===== config.mk =====
export PLATFORM = sky130hd
export DESIGN_NAME = frame_packer
export DESIGN_NICKNAME = d
export VERILOG_FILES = /design/src/rtl/frame_packer.sv
export SDC_FILE = /design/constraint.sdc
export NUM_CORES = 1
export LEC_CHECK = 0
export BUFFER_PORTS_ARGS = -buffer_cell sky130_fd_sc_hd__buf_2
export CAP_MARGIN = 20
export CORE_MARGIN = 5
export CORE_UTILIZATION = 32
export DETAILED_ROUTE_END_ITERATION = 16
export GPL_ROUTABILITY_DRIVEN = 0
export PLACE_DENSITY_LB_ADDON = 0.2
export SLEW_MARGIN = 20
export SYNTH_ARGS = -nofsm -noshare
export SYNTH_HDL_FRONTEND = slang
export SYNTH_SLANG_ARGS = --single-unit

===== constraint.sdc =====
create_clock -name clk_in -period 2 [get_ports clk_in]
set_clock_uncertainty 0.1 [all_clocks]
set_input_delay 0 -clock clk_in [delete_from_list [all_inputs] [get_ports clk_in]]
set_output_delay 0 -clock clk_in [all_outputs]
set_load 0.005 [all_outputs]

===== src/rtl/frame_packer.sv =====
// Folds a row-major 64x32 RGB pixel stream into {upper, lower} 48-bit frame RAM words.
// Optional FRAME_PACKER_GAMMA_EN squares each channel (c*c >> 8) in an extra pipeline stage.
module frame_packer #(
    parameter int unsigned PIXEL_DEPTH = 8,
    parameter int unsigned IMG_WIDTH   = 64,
    parameter int unsigned IMG_HEIGHT  = 32,
    parameter int unsigned ADDR_WIDTH  = 15,
    parameter int unsigned NUM_SLOTS   = 12
) (
    input  logic                       clk_in,
    input  logic                       rst,
    input  logic                       s_valid,
    output logic                       s_ready,
    input  logic [3*PIXEL_DEPTH-1:0]   s_data,
    input  logic                       s_sof,
    output logic                       wr_en,
    output logic [ADDR_WIDTH-1:0]      wr_addr,
    output logic [6*PIXEL_DEPTH-1:0]   wr_data,
    output logic [1:0]                 wr_be,
    output logic                       frame_done,
    output logic                       sof_err
);

    localparam int unsigned PixW     = 3 * PIXEL_DEPTH;
    localparam logic [5:0]  ColLast  = 6'(IMG_WIDTH - 1);
    localparam logic [4:0]  RowLast  = 5'(IMG_HEIGHT - 1);
    localparam logic [3:0]  SlotLast = 4'(NUM_SLOTS - 1);

    typedef enum logic [1:0] {StIdle, StRun, StDone} state_e;

    state_e state_q, state_d;
    logic [5:0] col_q, col_d;
    logic [4:0] row_q, row_d;
    logic [3:0] slot_q, slot_d;

    logic       accept;
    logic       wr_go;
    logic       last_beat;
    logic       resync;
    logic [4:0] w_row;
    logic [5:0] w_col;

    // Write-stage registers (one cycle after acceptance)
    logic                  p_en_q, p_en_d;
    logic [ADDR_WIDTH-1:0] p_addr_q, p_addr_d;
    logic [PixW-1:0]       p_pix_q, p_pix_d;
    logic [1:0]            p_be_q, p_be_d;
    logic                  p_done_q, p_done_d;
    logic                  p_err_q, p_err_d;

    assign s_ready = (state_q != StDone);
    assign accept  = s_valid && s_ready;

    always_comb begin
        state_d   = state_q;
        col_d     = col_q;
        row_d     = row_q;
        slot_d    = slot_q;
        wr_go     = 1'b0;
        last_beat = 1'b0;
        resync    = 1'b0;
        w_row     = row_q;
        w_col     = col_q;
        unique case (state_q)
            StIdle: begin
                // Beats arriving before a start-of-frame are dropped
                if (accept && s_sof) begin
                    wr_go   = 1'b1;
                    w_row   = '0;
                    w_col   = '0;
                    col_d   = 6'd1;
                    row_d   = '0;
                    state_d = StRun;
                end
            end
            StRun: begin
                if (accept) begin
                    wr_go = 1'b1;
                    if (s_sof) begin
                        resync = 1'b1;
                        w_row  = '0;
                        w_col  = '0;
                        col_d  = 6'd1;
                        row_d  = '0;
                    end else if (col_q == ColLast) begin
                        col_d = '0;
                        if (row_q == RowLast) begin
                            last_beat = 1'b1;
                            row_d     = '0;
                            state_d   = StDone;
                        end else begin
                            row_d = row_q + 5'd1;
                        end
                    end else begin
                        col_d = col_q + 6'd1;
                    end
                end
            end
            StDone: begin
                slot_d  = (slot_q == SlotLast) ? 4'd0 : slot_q + 4'd1;
                col_d   = '0;
                row_d   = '0;
                state_d = StIdle;
            end
            default: state_d = StIdle;
        endcase
    end

    always_comb begin
        p_en_d   = wr_go;
        p_addr_d = p_addr_q;
        p_pix_d  = p_pix_q;
        p_be_d   = 2'b00;
        p_done_d = last_beat;
        p_err_d  = resync;
        if (wr_go) begin
            // Upper and lower halves share a row field; row[4] picks the byte-lane half
            p_addr_d = ADDR_WIDTH'({slot_q, 1'b0, w_row[3:0], w_col});
            p_pix_d  = s_data;
            p_be_d   = w_row[4] ? 2'b01 : 2'b10;
        end
    end

    always_ff @(posedge clk_in or negedge rst) begin
        if (!rst) begin
            state_q  <= StIdle;
            col_q    <= '0;
            row_q    <= '0;
            slot_q   <= '0;
            p_en_q   <= 1'b0;
            p_addr_q <= '0;
            p_pix_q  <= '0;
            p_be_q   <= 2'b00;
            p_done_q <= 1'b0;
            p_err_q  <= 1'b0;
        end else begin
            state_q  <= state_d;
            col_q    <= col_d;
            row_q    <= row_d;
            slot_q   <= slot_d;
            p_en_q   <= p_en_d;
            p_addr_q <= p_addr_d;
            p_pix_q  <= p_pix_d;
            p_be_q   <= p_be_d;
            p_done_q <= p_done_d;
            p_err_q  <= p_err_d;
        end
    end

`ifdef FRAME_PACKER_GAMMA_EN
    function automatic logic [PixW-1:0] gamma(input logic [PixW-1:0] p);
        logic [2*PIXEL_DEPTH-1:0] sq;
        gamma = '0;
        for (int c = 0; c < 3; c++) begin
            sq = p[c*PIXEL_DEPTH +: PIXEL_DEPTH] * p[c*PIXEL_DEPTH +: PIXEL_DEPTH];
            gamma[c*PIXEL_DEPTH +: PIXEL_DEPTH] = sq[2*PIXEL_DEPTH-1 -: PIXEL_DEPTH];
        end
    endfunction

    logic                  g_en_q, g_en_d;
    logic [ADDR_WIDTH-1:0] g_addr_q, g_addr_d;
    logic [PixW-1:0]       g_pix_q, g_pix_d;
    logic [1:0]            g_be_q, g_be_d;
    logic                  g_done_q, g_done_d;
    logic                  g_err_q, g_err_d;

    always_comb begin
        g_en_d   = p_en_q;
        g_be_d   = p_be_q;
        g_done_d = p_done_q;
        g_err_d  = p_err_q;
        g_addr_d = g_addr_q;
        g_pix_d  = g_pix_q;
        if (p_en_q) begin
            g_addr_d = p_addr_q;
            g_pix_d  = gamma(p_pix_q);
        end
    end

    always_ff @(posedge clk_in or negedge rst) begin
        if (!rst) begin
            g_en_q   <= 1'b0;
            g_addr_q <= '0;
            g_pix_q  <= '0;
            g_be_q   <= 2'b00;
            g_done_q <= 1'b0;
            g_err_q  <= 1'b0;
        end else begin
            g_en_q   <= g_en_d;
            g_addr_q <= g_addr_d;
            g_pix_q  <= g_pix_d;
            g_be_q   <= g_be_d;
            g_done_q <= g_done_d;
            g_err_q  <= g_err_d;
        end
    end

    always_comb begin
        wr_en      = g_en_q;
        wr_addr    = g_addr_q;
        wr_data    = {g_pix_q, g_pix_q};
        wr_be      = g_be_q;
        frame_done = g_done_q;
        sof_err    = g_err_q;
    end
`else
    always_comb begin
        wr_en      = p_en_q;
        wr_addr    = p_addr_q;
        wr_data    = {p_pix_q, p_pix_q};
        wr_be      = p_be_q;
        frame_done = p_done_q;
        sof_err    = p_err_q;
    end
`endif

endmodule


==> qor.txt <==
PD cells -> 1106 mW/mm^2
Area growth syn-to-layout -> 38.34%
top_reg_cell synth -> dfrtp_1
Synth top area share -> 51.24%
number of global-route vias before repair -> 2,492
CTS tree -> built
hold violation count in the final report -> 0
crit-path max cell delay -> 0.39 ns
ys async rst share -> 100.0%
worst reg2reg path endpoint -> row_q[3]$_DFFE_PN0P_
compound-cell area share of the yosys netlist -> 9.436%
clock buffer count from CTS -> 9
ordered list of cells on the worst path -> ha_2 -> and3_4 -> ha_4 -> nor4bb_4 -> nor4b_4 -> a21o_1 -> o21a_1
worst setup path class -> reg -> reg
fin worst setup slack -> 0.04504 ns
post-synthesis instance total -> 306
Hold Crit Class -> in -> async
Avg WL per Cell -> 13.15 microns
top cell types by occurrence after synthesis -> nand2_1, dfrtp_1, buf_4, o21ai_0, ha_1
final wirelength -> 7.168 mm
largest family of logic cells by synthesized area -> simple AND/OR/NAND/NOR gates
Starting Density -> 32.33%
Adder-Cell Fraction of Synth Area -> 3.416%
CTS Sinks -> 60
die area -> 0.01117 sq mm
Post-Syn Nets -> 342
DRT Pass-1 Iters -> 4
count of flip-flops with a built-in enable after synthesis -> 0
FP Rows -> 35
reg2reg path depth -> 7
Slowest-stage cell, CP -> dfrtp_1
IO Pins -> 97
clock latency at the later pin of the worst-skew pair -> 0.34 ns
pins over their slew limit -> 0
register area share after synthesis -> 51.24%
H-tree levels -> 3
cell taking the most area after synthesis -> dfrtp_1
Flop pwr share -> 38.0%
leakage power total -> 2.162 nW
Max VDD drop -> 455.3 uV
mux cell area share after synthesis -> 2.946%
Internal -> 2.921 mW
Post-route DRC -> 0
Worst-path clk slew -> 0.07 ns
ant diodes -> 0
worst path bufs/invs -> 0
total grt overflow -> 0
maximum fanout along the worst path -> 4
RSZ-0062 raised after global routing -> true
synthesized area per cell -> 9.576 sq um
most common cell in the synthesized netlist -> nand2_1
#FFs+latches synth -> 60
clock share of power -> 24.4%
flop2flop setup slack -> 0.05 ns
Simple-Gate Fraction of Synth Area -> 21.73%
initial antenna violation count -> 0
DP HPWL -> 4.848 mm
vias -> 2,488
Yosys cell types -> 43
gr usage total -> 13.07%
largest net degree at the start of global routing -> 61
Die Ht -> 105.7 microns
worst flop-to-flop path startpoint -> row_q[1]$_DFFE_PN0P_
maximum clock path buffer count -> 2
largest cells by area after synthesis -> dfrtp_1, nand2_1, buf_4
Iter 0 DRT Violations -> 87
Max-Cap Viols -> 0
final hold slack -> 0.09511 ns
Final nets -> 465
final core utilization -> 44.72%
Post-Synthesis Cell Area -> 0.002930 sq mm
Sw Ratio -> 34.88%
core footprint -> 0.009065 sq mm
final setup violating endpoints -> 0
Final period util -> 97.75%
Largest delay share family, worst path -> simple AND/OR/NAND/NOR gates
Avg Vias per Cell -> 4.565
Worst EP arrival -> 2.14 ns
post-layout min period -> 1.955 ns
element type at the critical path start -> flip-flop
NetSw -> 1.564 mW
fmax -> 0.5115 GHz
Required @ worst endpoint -> 2.18 ns
status -> completed
yosys synthesis warning count -> 0
die width -> 105.7 microns
Root Driver -> clkbuf_8
first-pass GRT wire length -> 11.91 mm
Antenna Nets Post-Route -> 0
power share of the combinational group -> 37.7%
Place WS -> -0.1640 ns
layout cells sized above 1 -> 36.87%
Crit. End Element -> flip-flop
PortBufs -> 95
xor/xnor cell area share of the yosys netlist -> 0%
-- routing by layer --
layer | GRT usage (%) | up-vias | share of wire, %
li1 | - | 1236 | -
met1 | 16.86 | 1157 | 46
met2 | 20.67 | 83 | 46
met3 | 4.042 | 12 | 6.5
met4 | 4.718 | 0 | 1.5
met5 | 0 | - | 0
-- power by group through the flow --
stage / Combinational [mW] / Sequential [mW] / Clock [mW]
final: 1.69 / 1.70 / 1.09
after global routing: 1.89 / 1.76 / 1.19
after CTS: 1.61 / 1.70 / 1.14
after detailed placement: 1.54 / 1.73 / 0
after global placement: 1.53 / 1.71 / 0
after floorplan: 1.05 / 1.76 / 0
-- worst reg2reg max path, stage by stage (launching register included) --
cell	delay [ns]
dfrtp_1	0.39
ha_2	0.19
and3_4	0.18
ha_4	0.16
nor4bb_4	0.29
nor4b_4	0.32
a21o_1	0.16
o21a_1	0.11
-- logic make-up (layout without fill, tap and decap cells) --
family | count (synthesis) | count (layout)
AOI/OAI and AO/OA | 41 | 41
adders and majority gates | 8 | 8
buffers and inverters | 46 | 174
DFF | 60 | 60
muxes | 8 | 8
other | 1 | 1
and+or+nand+nor | 142 | 142
-- cell usage in the layout, fill, tap and decap left out, types with 4 or more instances in the layout --
cell type	count
nand2_1	109
buf_2	95
dfrtp_1	60
dlygate4sd3_1	27
buf_4	26
o21ai_0	13
clkbuf_8	9
inv_1	6
a21oi_1	6
and3_1	6
a21o_1	5
nor2_1	4
nand3_1	4
mux2_2	4
-- per-stage QoR --
step | instances | TNS, ns | cell area (sq um) | power (mW)
floorplan | 306 | 0 | 2930 | 2.807
global placement | 495 | -0.04724 | 3432 | 3.241
detailed placement | 495 | -0.4332 | 3432 | 3.265
CTS | 539 | 0 | 3944 | 4.453
global route | 545 | -0.06382 | 4054 | 4.839
finish | 545 | 0 | 4054 | 4.485
-- state kept, by name (all words and copies together) (netlist names), 2 cells and up --
name / flops
col_q: 6
p_pix_q: 24
row_q: 5
slot_q: 4
state_q: 2
wr_addr: 14
wr_be: 2
-- what timing repair did --
item,4_1_cts,5_1_grt
pin swaps,2,8
endpoints found under the hold margin,86,0
gates resized for setup,6,10
buffers inserted,1,6
hold buffers,27,0
endpoints found under the setup margin,4,14
-- worst max-delay path by stage --
stage | from | endpoint | slack [ns] | depth (start not counted)
CTS | state_q[0]$_DFFE_PN0P_ | row_q[2]$_DFFE_PN0P_ | 0.001 | 6
floorplan | state_q[0]$_DFFE_PN0P_ | col_q[0]$_DFFE_PN0P_ | 0.01 | 8
finish | row_q[1]$_DFFE_PN0P_ | row_q[3]$_DFFE_PN0P_ | 0.05 | 7
global route | row_q[1]$_DFFE_PN0P_ | row_q[3]$_DFFE_PN0P_ | -0.05 | 7
global placement | row_q[0]$_DFFE_PN0P_ | row_q[3]$_DFFE_PN0P_ | -0.05 | 7
detailed placement | row_q[0]$_DFFE_PN0P_ | row_q[3]$_DFFE_PN0P_ | -0.16 | 7
-- final cells by class --
cell class	count	area (sq um)
clock inverters	7	76.32
inverters	8	30.03
repair buffers	150	980.9
flip-flops and latches	60	1501
clock buffers	9	123.9
multi-input cells	200	1202
well taps	111	138.9
fillers	863	5011
(Power assumes the default switching activity.)
